File: src/rtl/loader_pkg.sv
`default_nettype none
// ============================================================================
//  Module      : loader_pkg
//  Description : Shared types and constants for the UART instruction-memory
//                loader: frame FSM states, receiver states and sync byte.
//  Revision    : 1.0 - initial release
// ============================================================================
package loader_pkg;

    // Frame-level states of the loader
    typedef enum logic [2:0] {
        IDLE  = 3'd0,
        COUNT = 3'd1,
        DATA  = 3'd2,
        CHECK = 3'd3,
        DONE  = 3'd4,
        ERROR = 3'd5
    } state_e;

    // Bit-level states of the serial receiver
    typedef enum logic [1:0] {
        RX_IDLE  = 2'd0,
        RX_START = 2'd1,
        RX_DATA  = 2'd2,
        RX_STOP  = 2'd3
    } rx_state_e;

    localparam logic [7:0] SYNC_BYTE = 8'hA5;

endpackage
`default_nettype wire

File: src/rtl/imem_uart_loader_uart_rx.sv
`default_nettype none
// ============================================================================
//  Module      : uart_rx
//  Description : 8N1 UART receiver with 2-flop synchronizer, mid-start-bit
//                glitch rejection and stop-bit framing check.
//  Ports       : clk      - system clock
//                reset    - synchronous active-low reset
//                rxd      - asynchronous serial input (idle high)
//                rx_byte  - last received byte
//                rx_valid - 1-cycle pulse, byte received with good stop bit
//                rx_ferr  - 1-cycle pulse, stop bit sampled low
//  Revision    : 1.0 - initial release
// ============================================================================
module uart_rx
    import loader_pkg::*;
#(
    parameter int CLK_HZ = 50000000,
    parameter int BAUD   = 115200
) (
    input  logic       clk,
    input  logic       reset,
    input  logic       rxd,
    output logic [7:0] rx_byte,
    output logic       rx_valid,
    output logic       rx_ferr
);

    localparam int CLKS_PER_BIT = CLK_HZ / BAUD;
    localparam int HALF_BIT     = CLKS_PER_BIT / 2;
    localparam int CW           = $clog2(CLKS_PER_BIT + 1);

    // sync_q[1] is the synchronized line; sync_q[2] is its previous value
    logic [2:0]    sync_q;
    rx_state_e     state_q, state_d;
    logic [CW-1:0] cnt_q, cnt_d;
    logic [2:0]    bit_q, bit_d;
    logic [7:0]    byte_q, byte_d;
    logic          valid_q, valid_d;
    logic          ferr_q, ferr_d;
    logic          rxd_s;
    logic          fall;

    assign rxd_s = sync_q[1];
    assign fall  = sync_q[2] & ~sync_q[1];

    always_ff @(posedge clk) begin
        if (!reset) begin
            sync_q  <= 3'b111;
            state_q <= RX_IDLE;
            cnt_q   <= '0;
            bit_q   <= '0;
            byte_q  <= '0;
            valid_q <= 1'b0;
            ferr_q  <= 1'b0;
        end else begin
            sync_q  <= {sync_q[1:0], rxd};
            state_q <= state_d;
            cnt_q   <= cnt_d;
            bit_q   <= bit_d;
            byte_q  <= byte_d;
            valid_q <= valid_d;
            ferr_q  <= ferr_d;
        end
    end

    always_comb begin
        state_d = state_q;
        cnt_d   = cnt_q;
        bit_d   = bit_q;
        byte_d  = byte_q;
        valid_d = 1'b0;
        ferr_d  = 1'b0;
        case (state_q)
            RX_IDLE: begin
                cnt_d = '0;
                if (fall) state_d = RX_START;
            end
            RX_START: begin
                // Re-check in the middle of the start bit; high means glitch
                if (cnt_q == CW'(HALF_BIT - 1)) begin
                    cnt_d = '0;
                    bit_d = '0;
                    state_d = rxd_s ? RX_IDLE : RX_DATA;
                end else begin
                    cnt_d = cnt_q + 1'b1;
                end
            end
            RX_DATA: begin
                if (cnt_q == CW'(CLKS_PER_BIT - 1)) begin
                    cnt_d  = '0;
                    byte_d = {rxd_s, byte_q[7:1]};   // LSB first
                    if (bit_q == 3'd7) state_d = RX_STOP;
                    else               bit_d   = bit_q + 1'b1;
                end else begin
                    cnt_d = cnt_q + 1'b1;
                end
            end
            RX_STOP: begin
                if (cnt_q == CW'(CLKS_PER_BIT - 1)) begin
                    cnt_d   = '0;
                    state_d = RX_IDLE;
                    if (rxd_s) valid_d = 1'b1;
                    else       ferr_d  = 1'b1;
                end else begin
                    cnt_d = cnt_q + 1'b1;
                end
            end
            default: state_d = RX_IDLE;
        endcase
    end

    assign rx_byte  = byte_q;
    assign rx_valid = valid_q;
    assign rx_ferr  = ferr_q;

endmodule
`default_nettype wire

File: src/rtl/imem_uart_loader.sv
`default_nettype none
// ============================================================================
//  Module      : imem_uart_loader
//  Description : Receives a framed program image over UART and writes it
//                word-by-word into instruction memory, holding the CPU
//                while a frame is in progress or after a failed load.
//                Frame: A5, N, 4*N little-endian data bytes, XOR checksum.
//  Ports       : clk, reset (sync active-low), uart_rxd (serial in),
//                imem_we/imem_waddr/imem_wdata (memory write port),
//                cpu_hold, load_busy, load_done, load_error, words_loaded.
//  Revision    : 1.0 - initial release
// ============================================================================
module imem_uart_loader
    import loader_pkg::*;
#(
    parameter int CLK_HZ         = 50000000,
    parameter int BAUD           = 115200,
    parameter int DEPTH_WORDS    = 256,
    parameter int TIMEOUT_CYCLES = 5000000
) (
    input  logic        clk,
    input  logic        reset,
    input  logic        uart_rxd,
    output logic        imem_we,
    output logic [31:0] imem_waddr,
    output logic [31:0] imem_wdata,
    output logic        cpu_hold,
    output logic        load_busy,
    output logic        load_done,
    output logic        load_error,
    output logic [8:0]  words_loaded
);

    logic [7:0] rx_byte;
    logic       rx_valid;
    logic       rx_ferr;

    uart_rx #(
        .CLK_HZ (CLK_HZ),
        .BAUD   (BAUD)
    ) u_rx (
        .clk      (clk),
        .reset    (reset),
        .rxd      (uart_rxd),
        .rx_byte  (rx_byte),
        .rx_valid (rx_valid),
        .rx_ferr  (rx_ferr)
    );

    state_e      state_q, state_d;
    logic [8:0]  n_q, n_d;
    logic [1:0]  bidx_q, bidx_d;
    logic [31:0] asm_q, asm_d;
    logic [7:0]  csum_q, csum_d;
    logic [31:0] tmo_q, tmo_d;
    logic        we_q, we_d;
    logic [31:0] waddr_q, waddr_d;
    logic [31:0] wdata_q, wdata_d;
    logic        hold_q, hold_d;
    logic        done_q, done_d;
    logic        err_q, err_d;
    logic [8:0]  words_q, words_d;
    logic        busy;

    assign busy = (state_q == COUNT) || (state_q == DATA) || (state_q == CHECK);

    always_ff @(posedge clk) begin
        if (!reset) begin
            state_q <= IDLE;
            n_q     <= '0;
            bidx_q  <= '0;
            asm_q   <= '0;
            csum_q  <= '0;
            tmo_q   <= '0;
            we_q    <= 1'b0;
            waddr_q <= '0;
            wdata_q <= '0;
            hold_q  <= 1'b0;
            done_q  <= 1'b0;
            err_q   <= 1'b0;
            words_q <= '0;
        end else begin
            state_q <= state_d;
            n_q     <= n_d;
            bidx_q  <= bidx_d;
            asm_q   <= asm_d;
            csum_q  <= csum_d;
            tmo_q   <= tmo_d;
            we_q    <= we_d;
            waddr_q <= waddr_d;
            wdata_q <= wdata_d;
            hold_q  <= hold_d;
            done_q  <= done_d;
            err_q   <= err_d;
            words_q <= words_d;
        end
    end

    always_comb begin
        state_d = state_q;
        n_d     = n_q;
        bidx_d  = bidx_q;
        asm_d   = asm_q;
        csum_d  = csum_q;
        we_d    = 1'b0;
        waddr_d = waddr_q;
        wdata_d = wdata_q;
        hold_d  = hold_q;
        done_d  = done_q;
        err_d   = err_q;
        words_d = words_q;

        // Inter-byte idle counter: reloads on every byte, runs only in a frame
        if (busy) tmo_d = rx_valid ? 32'd0 : tmo_q + 32'd1;
        else      tmo_d = 32'd0;

        case (state_q)
            IDLE, DONE, ERROR: begin
                if (rx_valid && rx_byte == SYNC_BYTE) begin
                    done_d  = 1'b0;
                    err_d   = 1'b0;
                    words_d = '0;
                    csum_d  = '0;
                    hold_d  = 1'b1;
                    state_d = COUNT;
                end
            end
            COUNT: begin
                if (rx_valid) begin
                    n_d = {1'b0, rx_byte};
                    if (rx_byte == 8'd0 || 32'(rx_byte) > DEPTH_WORDS) begin
                        state_d = ERROR;
                    end else begin
                        bidx_d  = '0;
                        state_d = DATA;
                    end
                end
            end
            DATA: begin
                if (rx_valid) begin
                    csum_d = csum_q ^ rx_byte;
                    asm_d[{bidx_q, 3'b000} +: 8] = rx_byte;
                    bidx_d = bidx_q + 2'd1;
                    if (bidx_q == 2'd3) begin
                        // Registered, so the strobe lands 1 cycle after rx_valid
                        we_d    = 1'b1;
                        waddr_d = {21'd0, words_q, 2'b00};
                        wdata_d = {rx_byte, asm_q[23:0]};
                        words_d = words_q + 9'd1;
                        if (words_q + 9'd1 == n_q) state_d = CHECK;
                    end
                end
            end
            CHECK: begin
                if (rx_valid) state_d = (rx_byte == csum_q) ? DONE : ERROR;
            end
            default: state_d = IDLE;
        endcase

        // Abort conditions; a byte arriving on the timeout cycle wins
        if (busy && !rx_valid &&
            (rx_ferr || tmo_q >= 32'(TIMEOUT_CYCLES - 1))) begin
            state_d = ERROR;
        end

        if (state_d == DONE && state_q != DONE) begin
            done_d = 1'b1;
            hold_d = 1'b0;
        end
        // Memory may be partially written, so hold stays asserted on error
        if (state_d == ERROR && state_q != ERROR) begin
            err_d = 1'b1;
        end
    end

    assign imem_we      = we_q;
    assign imem_waddr   = waddr_q;
    assign imem_wdata   = wdata_q;
    assign cpu_hold     = hold_q;
    assign load_busy    = busy;
    assign load_done    = done_q;
    assign load_error   = err_q;
    assign words_loaded = words_q;

endmodule
`default_nettype wire
File: config.mk
export PLATFORM = sky130hd
export DESIGN_NAME = imem_uart_loader
export DESIGN_NICKNAME = d
export VERILOG_FILES = /design/src/rtl/loader_pkg.sv /design/src/rtl/imem_uart_loader_uart_rx.sv /design/src/rtl/imem_uart_loader.sv
export SDC_FILE = /design/constraint.sdc
export NUM_CORES = 1
export LEC_CHECK = 0
export BUFFER_PORTS_ARGS = -buffer_cell sky130_fd_sc_hd__buf_2
export CORE_MARGIN = 5
export CORE_UTILIZATION = 50
export DETAILED_ROUTE_END_ITERATION = 10
export PLACE_DENSITY = 0.7
export RECOVER_POWER = 100
export SETUP_SLACK_MARGIN = 0.05
export SLEW_MARGIN = 5
export SYNTH_ARGS = -nofsm -noshare
export SYNTH_HDL_FRONTEND = slang
export SYNTH_HIERARCHICAL = 1
export SYNTH_SLANG_ARGS = --single-unit
File: constraint.sdc
create_clock -name clk -period 2.19 [get_ports clk]
set_input_delay 0.1095 -clock clk [delete_from_list [all_inputs] [get_ports clk]]
set_output_delay 0.1095 -clock clk [all_outputs]
set_load 0.02 [all_outputs]
==> summary.txt <==
CTS
  – Clock buffer depth: 2
  – Clock Latency Late Sink: 0.44 ns
  – CTS tree: built
  – Clock sink count: roughly 160
  – Worst-path clk slew: roughly 0.07 ns
  – Cts bufs inserted: 17
  – Clk root buf: clkbuf_16
  – # H-tree levels: 4

Logic synthesis
  – Post-synth EDFFs: 0
  – #FFs+latches synth: ~160
  – Synth Warn #: 6
  – Avg Inst Size Synth: ~8.2 µm²
  – Netlist Area Pre-Place: a little over 7000 µm²
  – Post-synthesis cell type count: 67
  – Register area share after synthesis: between 40 and 50%
  – Synth Instances: 867
  – Async S/R FF share, synth: 0%
  – Top FF cell, synth: dfxtp_1

Floorplan
  – Io pins: 81
  – Starting Density: about 50%
  – Chip width: roughly 130 µm
  – Die area: approximately 17,000 µm²
  – Site row count: 43
  – Core ar.: between 10,000 and 15,000 µm²
  – Die H: about 130 µm

GRT
  – Total Routing Usage GR: a little under a fifth
  – Number of global-route vias before repair: approximately 5,400
  – Global route overflow: 0
  – Largest net degree at the start of global routing: between 40 and 50
  – Initial antenna violation count: 0
  – First-pass GRT wire length: roughly 26,000 µm

Detailed routing
  – Routed vias: 5,878
  – Wire length per cell: 13.8 µm
  – Routed Antenna Nets: 0
  – Pre-antenna DRT Iters: 5
  – Detailed Route WL: 15,400 µm
  – Via/cell ratio: around 5.3
  – DRT iter0 DRCs: approximately 380
  – # DRC: 0

Critical path
  – Startpoint types: register
  – Crit Path Category: reg2reg
  – Crit path DAT: approximately 2.3 ns
  – Crit path required time: 2.52 ns
  – Worst Path Max Fanout: 8
  – Crit. End Element: register

Place
  – Placed Area: ~7600 µm²
  – Global placer's final weighted congestion: between 0.8 and 0.9
  – Inst Count DP: about 1,100
  – HPWL after DPL: roughly 11,000 µm
  – PortBufs: 57

STA
  – RSZ-0062 raised after global routing: no
  – Max-slew violations: 0
  – Final Cycle Share: between 90% and 100%
  – Worst-margin pin slew: a little over 0.8 ns
  – Tmin final: between 1.5 and 2 ns
  – # setup viols final: 0
  – Endpoints failing hold: 0
  – Relative slew slack: between 40% and 50%
  – Layout Skew: 0.00781 ns
  – Fmax: about 500 MHz
  – Setup_tns: 0 ns

Layout
  – Fin area: ~8000 µm²
  – Layout area overhead: 12.3%
  – Fill cells: approximately 1,400
  – FF+latch area: approximately 3200 µm²
  – N_diodes: 0
  – Fin nets: 936
  – Layout cell share with drive strength beyond 1: 7.60%
  – Multi-input logic area: 3580 µm²
  – Final Non-Filler Cells: around 1,100

Pwr
  – Leakage: 2.75 nW
  – PwrDens: approximately 740 nW/µm²
  – Max IR drop VDD: roughly 0.55 mV

Flow run
  – Max cap viols: 0

Outcome
  – Status: complete, no violations

Hold path
  – Hold Path Class: in2reg
==> area by class of cell <==
| class | instances | share of cell area [%] |
|---|---|---|
| clock buffers | 17 | 5.30 |
| clock inverters | 15 | 2.10 |
| inverters | 12 | 0.561 |
| multi-input cells | 645 | 44.6 |
| flip-flops and latches | 158 | 39.4 |
| well taps | 180 | 2.80 |
| repair buffers | 87 | 5.28 |
==> cells in the mapped netlist (9+ instances only) <==
cell type | n | area share, %
a21oi_1 | 96 | 6.7
and3_1 | 9 | 0.79
buf_2 | 18 | 1.3
buf_4 | 23 | 2.4
clkbuf_1 | 30 | 1.6
dfxtp_1 | 158 | 44
ha_1 | 12 | 2.1
inv_1 | 12 | 0.63
mux2i_1 | 12 | 1.7
nand2_1 | 155 | 8.1
nand3_1 | 49 | 3.4
nand3b_1 | 10 | 1.0
nand4_1 | 16 | 1.4
nor2_1 | 78 | 4.1
nor2b_1 | 17 | 1.5
o21ai_0 | 18 | 1.3
xnor2_1 | 32 | 3.9
xor2_1 | 22 | 2.7
==> cells by family after synthesis <==
kind of cell    share of synthesized area [%]
simple gates                             27.0
flops                                    44.2
compound gates                           11.9
buf+inv                                  6.14
xor+xnor                                 6.61
mux                                      1.99
fa+ha+maj                                2.10
other cells                            0.0524
==> placed cells by master (no fill, tap or decap), types with 9 or more instances in the layout <==
| cell type | count |
|---|---|
| a21oi_1 | 96 |
| and3_1 | 9 |
| buf_4 | 18 |
| clkbuf_1 | 61 |
| clkbuf_16 | 17 |
| conb_1 | 23 |
| dfxtp_1 | 158 |
| ha_1 | 12 |
| inv_1 | 11 |
| mux2i_1 | 12 |
| nand2_1 | 155 |
| nand3_1 | 49 |
| nand3b_1 | 10 |
| nand4_1 | 18 |
| nor2_1 | 80 |
| nor2b_1 | 17 |
| o21ai_0 | 18 |
| xnor2_1 | 32 |
| xor2_1 | 22 |
==> critical path: stages (launching register included) <==
cell	delay (ns)
dfxtp_1	0.48
nand3_1	0.12
nor3_1	0.25
mux2_2	0.38
a211oi_1	0.30
o311ai_1	0.17
a31o_1	0.20
==> worst paths after layout <==
| path | end | from | slack (ns) | cells after the start |
|---|---|---|---|---|
| worst max-delay path | load_error | words_loaded[3] | 0.19 | 6 |
| worst min-delay path | u_rx/sync_q[1] | reset | 0.11 | 2 |
| worst max register to register | load_error | words_loaded[3] | 0.19 | 6 |
| worst min register to register | u_rx/sync_q[1] | u_rx/sync_q[0] | 0.42 | 1 |
==> state kept, by name (all words and copies together) (netlist names), named ones only <==
| name | flops |
|---|---|
| asm_q | 24 |
| bidx_q | 2 |
| cpu_hold | 1 |
| csum_q | 8 |
| imem_waddr | 9 |
| imem_wdata | 32 |
| imem_we | 1 |
| load_done | 1 |
| load_error | 1 |
| n_q | 8 |
| state_q | 3 |
| tmo_q | 32 |
| u_rx/bit_q | 3 |
| u_rx/cnt_q | 9 |
| u_rx/rx_byte | 8 |
| u_rx/rx_ferr | 1 |
| u_rx/rx_valid | 1 |
| u_rx/state_q | 1 |
| u_rx/sync_q | 3 |
| words_loaded | 9 |
==> layer usage <==
layer,vias up,part of all wire (%),track usage [%]
li1,3006,-,-
met1,2711,49,26.6
met2,136,44,27.9
met3,25,5.2,4.37
met4,0,1.6,7.21
met5,-,0,0
==> through the flow <==
stage	util, %	power (mW)	hold WS (ns)	setup slack [ns]
final	57.6	5.95	0.109	0.191
after detailed placement	54.4	3.04	0.305	0.224
after CTS	58.7	6.00	0.115	0.201
after floorplan	-	3.05	0.183	0.213
after global placement	54.4	3.04	0.301	0.294
after global routing	57.6	6.14	0.137	0.0446
==> power breakdown <==
| part | leakage (nW) | switching [mW] | internal [mW] | total, mW |
|---|---|---|---|---|
| combinational | 1.19 | 0.0777 | 0.0150 | 0.0926 |
| clock | 0.291 | 1.35 | 1.63 | 2.98 |
| sequential | 1.27 | 0.00325 | 2.88 | 2.88 |
| total | 2.75 | 1.43 | 4.52 | 5.95 |
==> what timing repair did <==
action	in CTS	in global routing
hold buffers	1	0
endpoints found under the hold margin	1	0
setup endpoints to repair	0	2
resized for setup	0	1
setup buffers	0	0
Note: power is estimated with default switching activity, not from simulation.
